File: config.mk
export PLATFORM = sky130hd
export DESIGN_NAME = instr_sequencer
export DESIGN_NICKNAME = d
export VERILOG_FILES = /design/src/rtl/instr_sequencer.sv
export SDC_FILE = /design/constraint.sdc
export NUM_CORES = 1
export LEC_CHECK = 0
export ABC_CLOCK_PERIOD_IN_PS = 2450
export CAP_MARGIN = 15
export CORE_MARGIN = 5
export CORE_UTILIZATION = 49
export DETAILED_ROUTE_END_ITERATION = 6
export GPL_ROUTABILITY_DRIVEN = 1
export GPL_TIMING_DRIVEN = 0
export PLACE_DENSITY = 0.81
export SETUP_SLACK_MARGIN = 0.1
export SYNTH_ARGS = -nofsm -noshare
export SYNTH_HDL_FRONTEND = slang
export SYNTH_SLANG_ARGS = --single-unit
File: constraint.sdc
create_clock -name clk -period 2.45 [get_ports clk]
set_input_delay 0.245 -clock clk [delete_from_list [all_inputs] [get_ports clk]]
set_output_delay 0.245 -clock clk [all_outputs]
set_load 0.02 [all_outputs]
File: src/rtl/instr_sequencer.sv
// Fetch/execute sequencer for the EV22 core: fetches {opcode,operand} words into IR,
// steps the PC through jumps, BSR/RET, data-memory handshakes and register writeback.
module instr_sequencer #(
  parameter int unsigned PC_W     = 11,
  parameter int unsigned RS_DEPTH = 4,
  parameter int unsigned RESET_PC = 0
) (
  input  logic            clk,
  input  logic            rst_n,
  input  logic            run,
  output logic [PC_W-1:0] pm_addr,
  output logic            pm_rd,
  input  logic            pm_valid,
  input  logic [15:0]     pm_data,
  output logic [7:0]      ir_opcode,
  output logic [7:0]      ir_operand,
  input  logic            dec_mr,
  input  logic            dec_mw,
  output logic            dm_req,
  output logic            dm_we,
  input  logic            dm_ack,
  input  logic            flag_z,
  input  logic            flag_w15,
  input  logic            flag_cy,
  output logic            reg_we,
  output logic            busy,
  output logic            stack_err
);

  localparam int unsigned SP_W  = $clog2(RS_DEPTH + 1);
  localparam int unsigned IDX_W = (RS_DEPTH > 1) ? $clog2(RS_DEPTH) : 1;
  localparam int unsigned OFF_W = 10;

  localparam logic [2:0] S_IDLE  = 3'd0;
  localparam logic [2:0] S_FETCH = 3'd1;
  localparam logic [2:0] S_EXEC  = 3'd2;
  localparam logic [2:0] S_MEM   = 3'd3;
  localparam logic [2:0] S_HALT  = 3'd4;

  logic [2:0]       state_q, state_d;
  logic [PC_W-1:0]  pc_q, pc_d;
  logic [7:0]       opcode_q, opcode_d;
  logic [7:0]       operand_q, operand_d;
  logic [SP_W-1:0]  sp_q, sp_d;
  logic [PC_W-1:0]  stack_q [RS_DEPTH];
  logic             push;
  logic             err_q, err_d;
  logic             dm_we_q, dm_we_d;
  logic             pm_rd_q, dm_req_q, busy_q;

  logic [PC_W-1:0]  pc_inc;
  logic [PC_W-1:0]  jmp_target;
  logic [PC_W-1:0]  bsr_off;
  logic [OFF_W-1:0] bsr_raw;
  logic [PC_W-1:0]  ret_addr;
  logic             jmp_taken;

  // Branch/return target arithmetic shared by the EXEC decode below
  always_comb begin
    pc_inc     = pc_q + PC_W'(1);
    jmp_target = PC_W'({opcode_q[2:0], operand_q});
    bsr_raw    = {opcode_q[1:0], operand_q};
    bsr_off    = PC_W'($signed(bsr_raw));
    ret_addr   = stack_q[IDX_W'(sp_q - SP_W'(1))] + PC_W'(1);
    case (opcode_q[4:3])
      2'b00:   jmp_taken = 1'b1;
      2'b01:   jmp_taken = flag_z;
      2'b10:   jmp_taken = ~flag_w15;
      default: jmp_taken = flag_cy;
    endcase
  end

  // Next-state, PC, stack and writeback strobe decode
  always_comb begin
    state_d   = state_q;
    pc_d      = pc_q;
    opcode_d  = opcode_q;
    operand_d = operand_q;
    sp_d      = sp_q;
    push      = 1'b0;
    err_d     = err_q;
    dm_we_d   = 1'b0;
    reg_we    = 1'b0;
    case (state_q)
      S_IDLE: begin
        if (run) state_d = S_FETCH;
      end
      S_FETCH: begin
        if (pm_valid) begin
          opcode_d  = pm_data[15:8];
          operand_d = pm_data[7:0];
          state_d   = S_EXEC;
        end
      end
      S_EXEC: begin
        state_d = run ? S_FETCH : S_IDLE;
        if (opcode_q[7:5] == 3'b001) begin
          pc_d = jmp_taken ? jmp_target : pc_inc;
        end else if (opcode_q[7:2] == 6'b000111) begin
          if (sp_q == SP_W'(RS_DEPTH)) begin
            err_d   = 1'b1;
            state_d = S_HALT;
          end else begin
            push = 1'b1;
            sp_d = sp_q + SP_W'(1);
            pc_d = pc_q + bsr_off;
          end
        end else if (opcode_q == 8'h41) begin
          if (sp_q == '0) begin
            err_d   = 1'b1;
            state_d = S_HALT;
          end else begin
            sp_d = sp_q - SP_W'(1);
            pc_d = ret_addr;
          end
        end else if (dec_mr | dec_mw) begin
          state_d = S_MEM;
          dm_we_d = dec_mw;
          pc_d    = pc_inc;
        end else begin
          reg_we = 1'b1;
          pc_d   = pc_inc;
        end
      end
      S_MEM: begin
        if (dm_ack) begin
          reg_we  = ~dm_we_q;
          state_d = run ? S_FETCH : S_IDLE;
        end else begin
          dm_we_d = dm_we_q;
        end
      end
      S_HALT: begin
        state_d = S_HALT;
      end
      default: begin
        state_d = S_IDLE;
      end
    endcase
  end

  // State, PC, IR, return stack and registered handshake outputs
  always_ff @(posedge clk or negedge rst_n) begin
    if (!rst_n) begin
      state_q   <= S_IDLE;
      pc_q      <= PC_W'(RESET_PC);
      opcode_q  <= '0;
      operand_q <= '0;
      sp_q      <= '0;
      stack_q   <= '{default: '0};
      err_q     <= 1'b0;
      dm_we_q   <= 1'b0;
      pm_rd_q   <= 1'b0;
      dm_req_q  <= 1'b0;
      busy_q    <= 1'b0;
    end else begin
      state_q   <= state_d;
      pc_q      <= pc_d;
      opcode_q  <= opcode_d;
      operand_q <= operand_d;
      sp_q      <= sp_d;
      err_q     <= err_d;
      dm_we_q   <= dm_we_d;
      pm_rd_q   <= (state_d == S_FETCH);
      dm_req_q  <= (state_d == S_MEM);
      busy_q    <= (state_d == S_FETCH) || (state_d == S_EXEC) || (state_d == S_MEM);
      if (push) stack_q[IDX_W'(sp_q)] <= pc_q;
    end
  end

  assign pm_addr    = pc_q;
  assign pm_rd      = pm_rd_q;
  assign ir_opcode  = opcode_q;
  assign ir_operand = operand_q;
  assign dm_req     = dm_req_q;
  assign dm_we      = dm_we_q;
  assign busy       = busy_q;
  assign stack_err  = err_q;

endmodule
==> run metrics <==
run status finished, violations left; failing checks negative setup slack; WP data required 2660 ps; Synth Net Count 490; Synth area leader dfrtp_1; GRT Overall Usage approximately a quarter; peak supply drop about 770 µV; Crit Reg-Reg Startpoint sp_q[0]; cell area power density 1087 nW/µm²; Main synth FF type dfrtp_1; switching pwr between 2 and 3 mW; GPL Wtd Cong a little over 0.9; via total after detailed routing 4188; Post-Synthesis Cells 446; Flop pwr share between 30% and 40%; Power Total 6.860 mW; sequential area share after synthesis 43.08%; top post-synthesis cells by count 82 x dfrtp_1, 53 x nand2_1, 40 x mux2_2; DRT iter0 DRCs 547; Syn Area/Cell 10.68 µm²; R2R Path End pm_addr[9]; Routed Antenna Nets 0; flops & latches, synth 82; Bufs on Longest Clock Path 2; main combinational cell family by area after synthesis multiplexers; fillers 733; CTS Buf Count 9; Synth top area share 43.08%; Post-DP HPWL 9151 µm; # IOs about 60; XOR/XNOR share of the synthesized area 4.781%; CP Capture Type flip-flop; die area 11790 µm²; synth top area cells dfrtp_1 43%, mux2_2 9.5%, ha_1 4.5%; Syn Std Cell Area 4763 µm²; CP Launch Point sp_q[0]; Core ar. roughly 9600 µm²; period utilization 107.8%; number of max-cap violations 0; Max Slew Vio Count 0; relative slew slack about three fifths; Syn-to-layout area delta 32.47%; setup ws final -190.4 ps; mux contribution to synthesized area 17.13%; clock latency on the worst-skew pair 360 ps; Synth warnings 0; RSZ-0062 raised after global routing yes; TritonCTS clock tree built; chip width around 110 µm; initial antenna violation count 0; max frequency 378.7 MHz; Least-Margin Pin Slew 599.0 ps; final WL 13660 µm; Crit Path Max Fanout 6; FF+latch area 2063 µm²; Nets 592; Inst Count DP 638; Period minus WS final 2640 ps; worst hold path type in2async; DRC violation count after routing 0; GR Overflow Total 0; hold violation total from the final report 0; Int Power roughly 4 mW; Final Non-Filler Cells 686; starting density of the core just under 50%; adder-cell area share of the yosys netlist roughly 4.9%; H-tree Lvls 3; vias per inst 6.105; largest net degree at the start of global routing 52; Synth Area in Compound Gates 13.55%; Sw Ratio 42.66%; Die H 108.6 µm; First-pass DRT Iterations 7; area fraction in and, or, nand and nor cells after synthesis 12.50%; clock root cell clkbuf_8; CP arrival 2850 ps; # diodes 0; EDFF count, synth 0; Startpoint Class flip-flop; vias in the first global route 4120; Routed wire per std cell 19.91 µm; Register-to-Register Path Depth 11; share of flip-flops with an asynchronous set or reset 100.0%; Clock transition at path regs approximately 90 ps; layout cell share with drive strength beyond 1 29.29%; clock sink total 82; Logic pwr share 53.3%; Worst Hold Slack 359.9 ps; row count 36; R2R Setup Slk -190 ps; Clk pwr share between 15 and 20%; Final Setup Violations 4; Final Skew 8.413 ps; leak pwr around 2.8 nW; first-pass GRT wire length about 21000 µm; Crit Path Class reg2reg; top-count cell post-synth dfrtp_1; number of I/O port buffers 58; multi-input logic area 2738 µm²; Netlist cell types between 60 and 70
## sequential cells by signal, indices dropped and copies added (netlist names)
signal / flops
stack_q: 44
sp_q: 3
dm_we: 1
stack_err: 1
pm_rd: 1
pm_addr: 11
ir_operand: 8
ir_opcode: 8
busy: 1
dm_req: 1
state_q: 3
## worst max-delay path: stages (launching register included)
cell       delay, ps
dfrtp_2          450
buf_12           140
inv_8             50
ha_4             210
buf_8            140
mux4_2           310
and4_4           250
and3_4           190
a311oi_4         340
a2111oi_4         60
a211oi_2         280
a221oi_2          70
## power groups by stage
stage                     registers (mW)  logic, mW  clock network (mW)
after floorplan                     2.25       1.87                   0
after global placement              2.06       3.12                   0
after detailed placement            2.07       3.23                   0
after CTS                           2.06       3.49                1.14
after global routing                2.12       3.91                1.20
final                               2.08       3.66                1.13
## layout make-up
class	count	share of cell area, %
buffer	22	2.776
clock buffer	10	2.181
clock inverter	6	1.408
inverter	16	1.130
multi-input combinational	326	43.39
sequential	82	32.70
tap	133	2.637
timing repair buffer	91	13.78
## metal layers
metal / vias up / GRT usage (%) / share of wire, %
li1: 1832 / - / -
met1: 2051 / 30.79 / 39
met2: 244 / 37.73 / 49
met3: 61 / 5.731 / 8.3
met4: 0 / 10.28 / 3.7
met5: - / 0 / 0
## how the worst max path moves through the flow
stage | cells after the start | slack [ps] | to
finish | 11 | -190 | pm_addr[9]
global route | 11 | -250 | pm_addr[9]
CTS | 11 | -50 | pm_addr[9]
detailed placement | 7 | -290 | stack_q[10]
global placement | 1 | -1990 | sp_q[0]
floorplan | 11 | 30 | pm_addr[9]
## cells in the final DEF (no fill, tap or decap), types with 8 or more instances in the layout
| master | n |
|---|---|
| clkdlybuf4s50_1 | 56 |
| nor2_1 | 14 |
| buf_4 | 26 |
| mux2_2 | 40 |
| o21ai_1 | 8 |
| a21oi_1 | 17 |
| dfrtp_1 | 73 |
| mux4_2 | 9 |
| nand2_1 | 52 |
| inv_1 | 14 |
| clkbuf_8 | 12 |
| o21ai_0 | 30 |
| dfrtp_2 | 9 |
| ha_1 | 15 |
| nand3_1 | 9 |
| xnor2_1 | 16 |
| buf_6 | 11 |
## cell families after synthesis
group                      count (synthesis)
AOI/OAI and AO/OA                        101
adders and majority gates                 18
xor gates and xnor gates                  26
and+or+nand+nor                          121
DFF                                       82
buffers and inverters                     38
muxes                                     60
## per-stage QoR
stage / worst slack, ps / utilization, % / setup TNS, ps / area (µm²)
floorplan: 31.78 / - / 0 / 4803
global placement: -1988 / 57.58 / -141490 / 5550
global route: -247.0 / 65.46 / -718.8 / 6310
finish: -190.4 / 65.46 / -399.1 / 6310
CTS: -54.06 / 64.24 / -75.43 / 6192
detailed placement: -294.7 / 57.84 / -3924 / 5575
## repair_timing
item / in CTS / in global routing
hold buffers: 1 / 0
hold endpoints to repair: 31 / 0
endpoints found under the setup margin: 47 / 27
resized for setup: 61 / 18
buffers inserted: 26 / 5
pin swaps: 16 / 6
Power figures use the tool's default switching activity.
